`src/rtl/cpu_run_ctrl_pkg.sv`:
```
// Shared definitions for the run controller: state encoding and syscall codes.
package ctrl_run_pkg;

    // Controller states; the encoding is fixed so board debug can decode it.
    typedef enum logic [1:0] {
        ST_RUN       = 2'd0,
        ST_STEP_WAIT = 2'd1,
        ST_HALT      = 2'd2
    } run_state_e;

    // $v0 values recognised by SYSCALL.
    localparam logic [31:0] HALT_CODE = 32'd10;
    localparam logic [31:0] DISP_CODE = 32'd34;

endpackage

```
`src/rtl/cpu_run_ctrl_if.sv`:
```
// Bundle of decoder/register-file inputs and commit/display/statistics outputs
// of the run controller. The master side drives the datapath inputs; the slave
// side (the controller) drives the commit gate, display and counters.
interface cpu_run_ctrl_if
    import ctrl_run_pkg::*;
#(
    parameter int CW = 32
);
    logic          go;
    logic          step_mode;
    logic          step;
    logic          syscall;
    logic          jmp_any;
    logic          br_taken;
    logic [31:0]   v0;
    logic [31:0]   a0;
    logic          pc_en;
    logic          halted;
    logic [31:0]   disp_data;
    logic          disp_valid;
    logic [CW-1:0] ins_cnt;
    logic [CW-1:0] jmp_cnt;
    logic [CW-1:0] br_cnt;
    run_state_e    state;

    modport master (
        output go, step_mode, step, syscall, jmp_any, br_taken, v0, a0,
        input  pc_en, halted, disp_data, disp_valid, ins_cnt, jmp_cnt, br_cnt,
        input  state
    );

    modport slave (
        input  go, step_mode, step, syscall, jmp_any, br_taken, v0, a0,
        output pc_en, halted, disp_data, disp_valid, ins_cnt, jmp_cnt, br_cnt,
        output state
    );
endinterface

```
`src/rtl/cpu_run_ctrl_sat_counter.sv`:
```
// Up counter that sticks at all-ones instead of wrapping.
module sat_counter #(
    parameter int W = 32
) (
    input  logic         clk,
    input  logic         rst,
    input  logic         inc,
    output logic [W-1:0] q
);
    logic [W-1:0] q_q;
    logic [W-1:0] q_d;

    // Next count: advance only when requested and not already saturated.
    always_comb begin
        q_d = q_q;
        if (inc && (q_q != {W{1'b1}})) begin
            q_d = q_q + {{(W-1){1'b0}}, 1'b1};
        end
    end

    // Count register with synchronous clear.
    always_ff @(posedge clk) begin
        if (rst) begin
            q_q <= '0;
        end else begin
            q_q <= q_d;
        end
    end

    assign q = q_q;
endmodule

```
`src/rtl/cpu_run_ctrl.sv`:
```
// Run controller for the single-cycle MIPS datapath: gates each instruction's
// commit through pc_en, handles halt/display syscalls, single-step and resume,
// and keeps saturating statistics for the board display.
module cpu_run_ctrl
    import ctrl_run_pkg::*;
#(
    parameter int          CW        = 32,
    parameter logic [31:0] HALT_CODE = ctrl_run_pkg::HALT_CODE,
    parameter logic [31:0] DISP_CODE = ctrl_run_pkg::DISP_CODE
) (
    input  logic           clk,
    input  logic           rst,
    cpu_run_ctrl_if.slave  bus
);
    run_state_e  state_q, state_d;
    logic        halted_q, halted_d;
    logic [31:0] disp_data_q, disp_data_d;
    logic        disp_valid_q, disp_valid_d;
    logic        commit_req;
    logic        halt_hit;
    logic        pc_en;
    logic        disp_hit;

    // A halting syscall is only recognised outside HALT so that the resume
    // commit with go can step past the same syscall the PC is parked on.
    assign halt_hit = bus.syscall && (bus.v0 == HALT_CODE) && (state_q != ST_HALT);
    assign pc_en    = !rst && commit_req && !halt_hit;
    assign disp_hit = pc_en && bus.syscall && (bus.v0 == DISP_CODE);

    // Commit request, next state and registered-output next values.
    always_comb begin
        commit_req   = 1'b0;
        state_d      = state_q;
        disp_data_d  = disp_data_q;
        disp_valid_d = 1'b0;
        case (state_q)
            ST_RUN: begin
                commit_req = 1'b1;
                if (halt_hit) begin
                    state_d = ST_HALT;
                end else if (bus.step_mode) begin
                    state_d = ST_STEP_WAIT;
                end
            end
            ST_STEP_WAIT: begin
                commit_req = bus.step;
                if (bus.step && halt_hit) begin
                    state_d = ST_HALT;
                end else if (!bus.step_mode) begin
                    state_d = ST_RUN;
                end
            end
            ST_HALT: begin
                commit_req = bus.go;
                if (bus.go) begin
                    state_d = bus.step_mode ? ST_STEP_WAIT : ST_RUN;
                end
            end
            default: begin
                state_d = ST_RUN;
            end
        endcase
        halted_d = (state_d == ST_HALT);
        if (disp_hit) begin
            disp_data_d  = bus.a0;
            disp_valid_d = 1'b1;
        end
    end

    // State and display registers; reset overrides every other update.
    always_ff @(posedge clk) begin
        if (rst) begin
            state_q      <= ST_RUN;
            halted_q     <= 1'b0;
            disp_data_q  <= '0;
            disp_valid_q <= 1'b0;
        end else begin
            state_q      <= state_d;
            halted_q     <= halted_d;
            disp_data_q  <= disp_data_d;
            disp_valid_q <= disp_valid_d;
        end
    end

    sat_counter #(.W(CW)) u_ins_cnt (
        .clk (clk),
        .rst (rst),
        .inc (pc_en),
        .q   (bus.ins_cnt)
    );

    sat_counter #(.W(CW)) u_jmp_cnt (
        .clk (clk),
        .rst (rst),
        .inc (pc_en && bus.jmp_any),
        .q   (bus.jmp_cnt)
    );

    sat_counter #(.W(CW)) u_br_cnt (
        .clk (clk),
        .rst (rst),
        .inc (pc_en && bus.br_taken),
        .q   (bus.br_cnt)
    );

    assign bus.pc_en      = pc_en;
    assign bus.halted     = halted_q;
    assign bus.disp_data  = disp_data_q;
    assign bus.disp_valid = disp_valid_q;
    assign bus.state      = state_q;
endmodule

```
`src/flat_wrapper.sv`:
```
// flat-port wrapper written by rule: the top's interface ports become plain ports
module cpu_run_ctrl_flat import ctrl_run_pkg::*;
#(
    parameter int          CW        = 32,
    parameter logic [31:0] HALT_CODE = ctrl_run_pkg::HALT_CODE,
    parameter logic [31:0] DISP_CODE = ctrl_run_pkg::DISP_CODE
)
  (clk, rst, bus_go, bus_step_mode, bus_step, bus_syscall, bus_jmp_any, bus_br_taken, bus_v0, bus_a0, bus_pc_en, bus_halted, bus_disp_data, bus_disp_valid, bus_ins_cnt, bus_jmp_cnt, bus_br_cnt, bus_state);
  cpu_run_ctrl_if #(.CW(CW)) bus_i ();
  input  logic clk;
  input  logic rst;
  input wire logic [$bits(bus_i.go)-1:0] bus_go;
  input wire logic [$bits(bus_i.step_mode)-1:0] bus_step_mode;
  input wire logic [$bits(bus_i.step)-1:0] bus_step;
  input wire logic [$bits(bus_i.syscall)-1:0] bus_syscall;
  input wire logic [$bits(bus_i.jmp_any)-1:0] bus_jmp_any;
  input wire logic [$bits(bus_i.br_taken)-1:0] bus_br_taken;
  input wire logic [$bits(bus_i.v0)-1:0] bus_v0;
  input wire logic [$bits(bus_i.a0)-1:0] bus_a0;
  output wire logic [$bits(bus_i.pc_en)-1:0] bus_pc_en;
  output wire logic [$bits(bus_i.halted)-1:0] bus_halted;
  output wire logic [$bits(bus_i.disp_data)-1:0] bus_disp_data;
  output wire logic [$bits(bus_i.disp_valid)-1:0] bus_disp_valid;
  output wire logic [$bits(bus_i.ins_cnt)-1:0] bus_ins_cnt;
  output wire logic [$bits(bus_i.jmp_cnt)-1:0] bus_jmp_cnt;
  output wire logic [$bits(bus_i.br_cnt)-1:0] bus_br_cnt;
  output wire logic [$bits(bus_i.state)-1:0] bus_state;
  assign bus_i.go = bus_go;
  assign bus_i.step_mode = bus_step_mode;
  assign bus_i.step = bus_step;
  assign bus_i.syscall = bus_syscall;
  assign bus_i.jmp_any = bus_jmp_any;
  assign bus_i.br_taken = bus_br_taken;
  assign bus_i.v0 = bus_v0;
  assign bus_i.a0 = bus_a0;
  assign bus_pc_en = bus_i.pc_en;
  assign bus_halted = bus_i.halted;
  assign bus_disp_data = bus_i.disp_data;
  assign bus_disp_valid = bus_i.disp_valid;
  assign bus_ins_cnt = bus_i.ins_cnt;
  assign bus_jmp_cnt = bus_i.jmp_cnt;
  assign bus_br_cnt = bus_i.br_cnt;
  assign bus_state = bus_i.state;
  cpu_run_ctrl #(.CW(CW), .HALT_CODE(HALT_CODE), .DISP_CODE(DISP_CODE)) u_core (.clk(clk), .rst(rst), .bus(bus_i));
endmodule
```
`config.mk`:
```
export PLATFORM = sky130hd
export DESIGN_NAME = cpu_run_ctrl_flat
export DESIGN_NICKNAME = d
export VERILOG_FILES = /design/src/rtl/cpu_run_ctrl_pkg.sv /design/src/rtl/cpu_run_ctrl_if.sv /design/src/rtl/cpu_run_ctrl_sat_counter.sv /design/src/rtl/cpu_run_ctrl.sv /design/src/flat_wrapper.sv
export SDC_FILE = /design/constraint.sdc
export NUM_CORES = 1
export LEC_CHECK = 0
export BUFFER_PORTS_ARGS = -buffer_cell sky130_fd_sc_hd__buf_2
export CAP_MARGIN = 0
export CORE_ASPECT_RATIO = 0.8
export CORE_MARGIN = 2
export CORE_UTILIZATION = 50
export CTS_BUF_LIST = sky130_fd_sc_hd__clkbuf_4 sky130_fd_sc_hd__clkbuf_8
export DETAILED_ROUTE_END_ITERATION = 16
export GPL_ROUTABILITY_DRIVEN = 0
export HOLD_SLACK_MARGIN = 0.1
export PLACE_DENSITY = 0.85
export SLEW_MARGIN = 40
export SYNTH_ARGS = -nofsm -noshare
export SYNTH_HDL_FRONTEND = slang
export SYNTH_SLANG_ARGS = --single-unit
export TNS_END_PERCENT = 5
```
`constraint.sdc`:
```
create_clock -name clk -period 5.6 [get_ports clk]
set_clock_uncertainty 0.2 [all_clocks]
set_input_delay 0 -clock clk [delete_from_list [all_inputs] [get_ports clk]]
set_output_delay 0 -clock clk [all_outputs]
set_load 0.01 [all_outputs]
```
==> results.toml <==
[critical_path]
critical_path.most_common_cell = "dlygate4sd3_1"
critPathLaunchType = "flip-flop"
crit_path_end = "u_core.bus.disp_data[14]$_SDFFE_PP0P_"
reg2reg_slack_ps = 1360
worst_r2r_endpoint = "u_core.bus.disp_data[14]$_SDFFE_PP0P_"
worstPathRequired_ps = 5780
arrival_ps = 4420
reg2reg_from = "u_core.bus.state[1]$_SDFF_PP0_"
path_class = "flip-flop to flip-flop"
end_kind = "flip-flop"
cp_max_fo = 33
crit_path_max_incr_delay_ps = 620
critPathSlowestCell = "dlygate4sd3_1"
reg2regPathDepth = 10
path_cells = "nor2b_1 > o2bb2ai_1 > nor2b_1 > nand4b_1 > dlygate4sd3_1 > inv_2 > nand2_1 > dlygate4sd3_1 > a21oi_1 > dlygate4sd3_1"
worstSetupStartpoint = "u_core.bus.state[1]$_SDFF_PP0_"

[floorplan]
io_pins = 205
fp.dieArea_sq_um = 12800
core_area_sq_um = 11600
num_rows = 35
die_w_microns = 126
die-height_microns = 102
initial_core_util = 0.516

[sta]
fin_setup_tns_ps = 0
period_minus_slack_ps = 4240
setup_viol = 0
rsz0062_at_grt = "no"
whs_ps = 228
hold_viol_final = 0
fmax_ghz = 0.236
slew_headroom = 0.541
finalMaxSlewViolations = 0
worstMarginPinSlew_ps = 688
period_share = 0.757

[yosys]
synth_edf_count = 0
synth_fp_nets = 801
synth.top_cells.by_area = "dfxtp_1 (44%), nor2_1 (6.5%), xnor2_1 (6.2%)"
postSynthAreaPerCell_sq_um = 8.22
yosysTopAreaCellShare = 0.443
yosysWarnings = 0
yosysTopAreaCell = "dfxtp_1"
ys_seq_elements = 132
synthArstFlopShare = 0
synth.cell_area_sq_um = 5970
synth.most_common_cell = "dfxtp_1"
synth_cells = 726
synthDistinctLibCells = 45
synthFlopType = "dfxtp_1"
synth_commonest_cells = "dfxtp_1 (132), nor2_1 (103), nand2_1 (94)"
synth_seq_area_share = 0.443

[detailed_routing]
ant_nets = 0
drt_wl_total_microns = 19600
wire_per_inst_microns = 16.7
avgViaCountPerCell = 5.62
drcViolationCount = 0
vias = 6626
drt_iter0_markers = 449
dr.pass1.iters = 5

[power_and_ir_drop]
clkPwrFrac = 0.464
p_int_mw = 1.52
vdd_drop_max_uv = 184
p_seq_frac = 0.482
combPwrFrac = 0.054
powerDensity_nw_per_um2 = 229
switchingPower_mw = 0.441
leakage_nw = 3.60
sw_frac_of_total = 0.224

[cells_and_area]
syn_to_final_growth_pct = 43.6
nets = 1093
drive_gt1_frac = 0.241
final_util = 0.741
diodes = 0

[clock_network]
cts.htree.levels = 4
ctsLongestPathBuffers = 2
cts_setup_buffers = 0
cts_tree = "built"
clk-insertion-delay-late_ps = 440
cts_root_buffer = "clkbuf_8"
ctsHoldBuffers = 107
clock_sinks = 132
ctsResizeCount = 0
path_clk_slew_ps = 80
cts_made_buffers = 17

[grt]
gr-total-overflow = 0
first_global_vias = 6193
grtUsageTotal = 0.297
antenna_found_initial = 0
grt_max_degree = 94
grt_pass1_wl_microns = 30700

[placed_design]
dpl.hpwl_microns = 10700
port_buffers = 204

[outcome]
outcome = "complete, no violations"

[hold_path]
hold_path_class = "primary input to flip-flop"

[flow_run]
maxCapViolCount = 0
[critical path, delay by kind of cell (launching register included)]
kind / cells / cell delay (ps)
buf+inv: 4 / 2240
simple gates: 4 / 1040
flops: 1 / 340
compound gates: 2 / 350
[registers in the layout (all words and copies together) (netlist names)]
name	flops
u_core.u_jmp_cnt.q	32
u_core.bus.state	2
u_core.bus.disp_data	32
u_core.u_ins_cnt.q	32
u_core.u_br_cnt.q	32
u_core.bus.halted	1
u_core.bus.disp_valid	1
[worst min path at each step]
stage	from	end	slack, ps	depth (start not counted)
floorplan	bus_a0[0]	u_core.bus.disp_data[0]$_SDFFE_PP0P_	-60	2
global placement	bus_a0[22]	u_core.bus.disp_data[22]$_SDFFE_PP0P_	40	3
detailed placement	bus_a0[22]	u_core.bus.disp_data[22]$_SDFFE_PP0P_	50	3
CTS	bus_syscall	u_core.u_ins_cnt.q[0]$_SDFFE_PP0P_	200	6
global route	bus_go	u_core.bus.halted$_SDFF_PP0_	320	5
finish	bus_syscall	u_core.u_ins_cnt.q[0]$_SDFFE_PP0P_	230	6
[power by group through the flow]
| stage | clock network [mW] | registers, mW | logic [mW] |
|---|---|---|---|
| floorplan | 0 | 0.969 | 0.0404 |
| global placement | 0 | 0.968 | 0.0767 |
| detailed placement | 0 | 0.968 | 0.0785 |
| CTS | 0.923 | 0.946 | 0.100 |
| global route | 0.961 | 0.947 | 0.114 |
| finish | 0.913 | 0.947 | 0.106 |
[cells by family after synthesis]
logic type | count (synthesis) | synth area share
and+or+nand+nor | 398 | 0.336
DFF | 132 | 0.443
xor gates and xnor gates | 78 | 0.114
AOI/OAI and AO/OA | 57 | 0.0516
buffers and inverters | 50 | 0.0340
muxes | 8 | 0.0147
adders and majority gates | 3 | 0.00629
[per-layer routing]
layer,routed length (microns),vias up,track usage
li1,-,3099,-
met1,8020,3103,0.365
met2,9300,336,0.487
met3,1410,88,0.0697
met4,904,0,0.167
met5,0,-,0
[final cells by class]
| class | instances | area (sq um) |
|---|---|---|
| inverter | 10 | 37.5 |
| sequential | 132 | 2640 |
| clock buffer | 18 | 241 |
| multi-input combinational | 544 | 3140 |
| clock inverter | 13 | 209 |
| timing repair buffer | 313 | 2110 |
| tap | 148 | 185 |
| fill | 798 | 2990 |
[cells in the final DEF, fill, tap and decap left out, types with 2 or more instances in the layout]
master and n:
a21oi_1 40, and2_1 6, and2_4 2, and3_1 23, and4_1 11, buf_2 203, buf_4 2, bufinv_16 5
clkbuf_8 17, clkinv_2 2, clkinv_4 3, clkinvlp_4 3, dfxtp_1 132, dlygate4sd3_1 107, ha_1 3, inv_1 9
mux2_1 2, mux2i_1 5, nand2_1 94, nand2b_1 4, nand3_1 38, nand4_1 39, nand4b_1 3, nor2_1 103
nor2b_1 8, nor3_1 16, nor3_2 2, nor3b_1 2, nor4_1 23, nor4b_1 6, o21ai_0 10, or3_1 8
or4_1 3, xnor2_1 42, xor2_1 36
[through the flow]
stage / cell area, sq um / setup slack, ps / power [mW] / instances
after floorplan: 5970 / 3100 / 1.01 / 726
after global placement: 7030 / 2390 / 1.04 / 1040
after detailed placement: 7050 / 2700 / 1.05 / 1040
after CTS: 8570 / 1590 / 1.97 / 1178
after global routing: 8570 / 1090 / 2.02 / 1178
final: 8570 / 1360 / 1.97 / 1178
(Power assumes the default switching activity.)
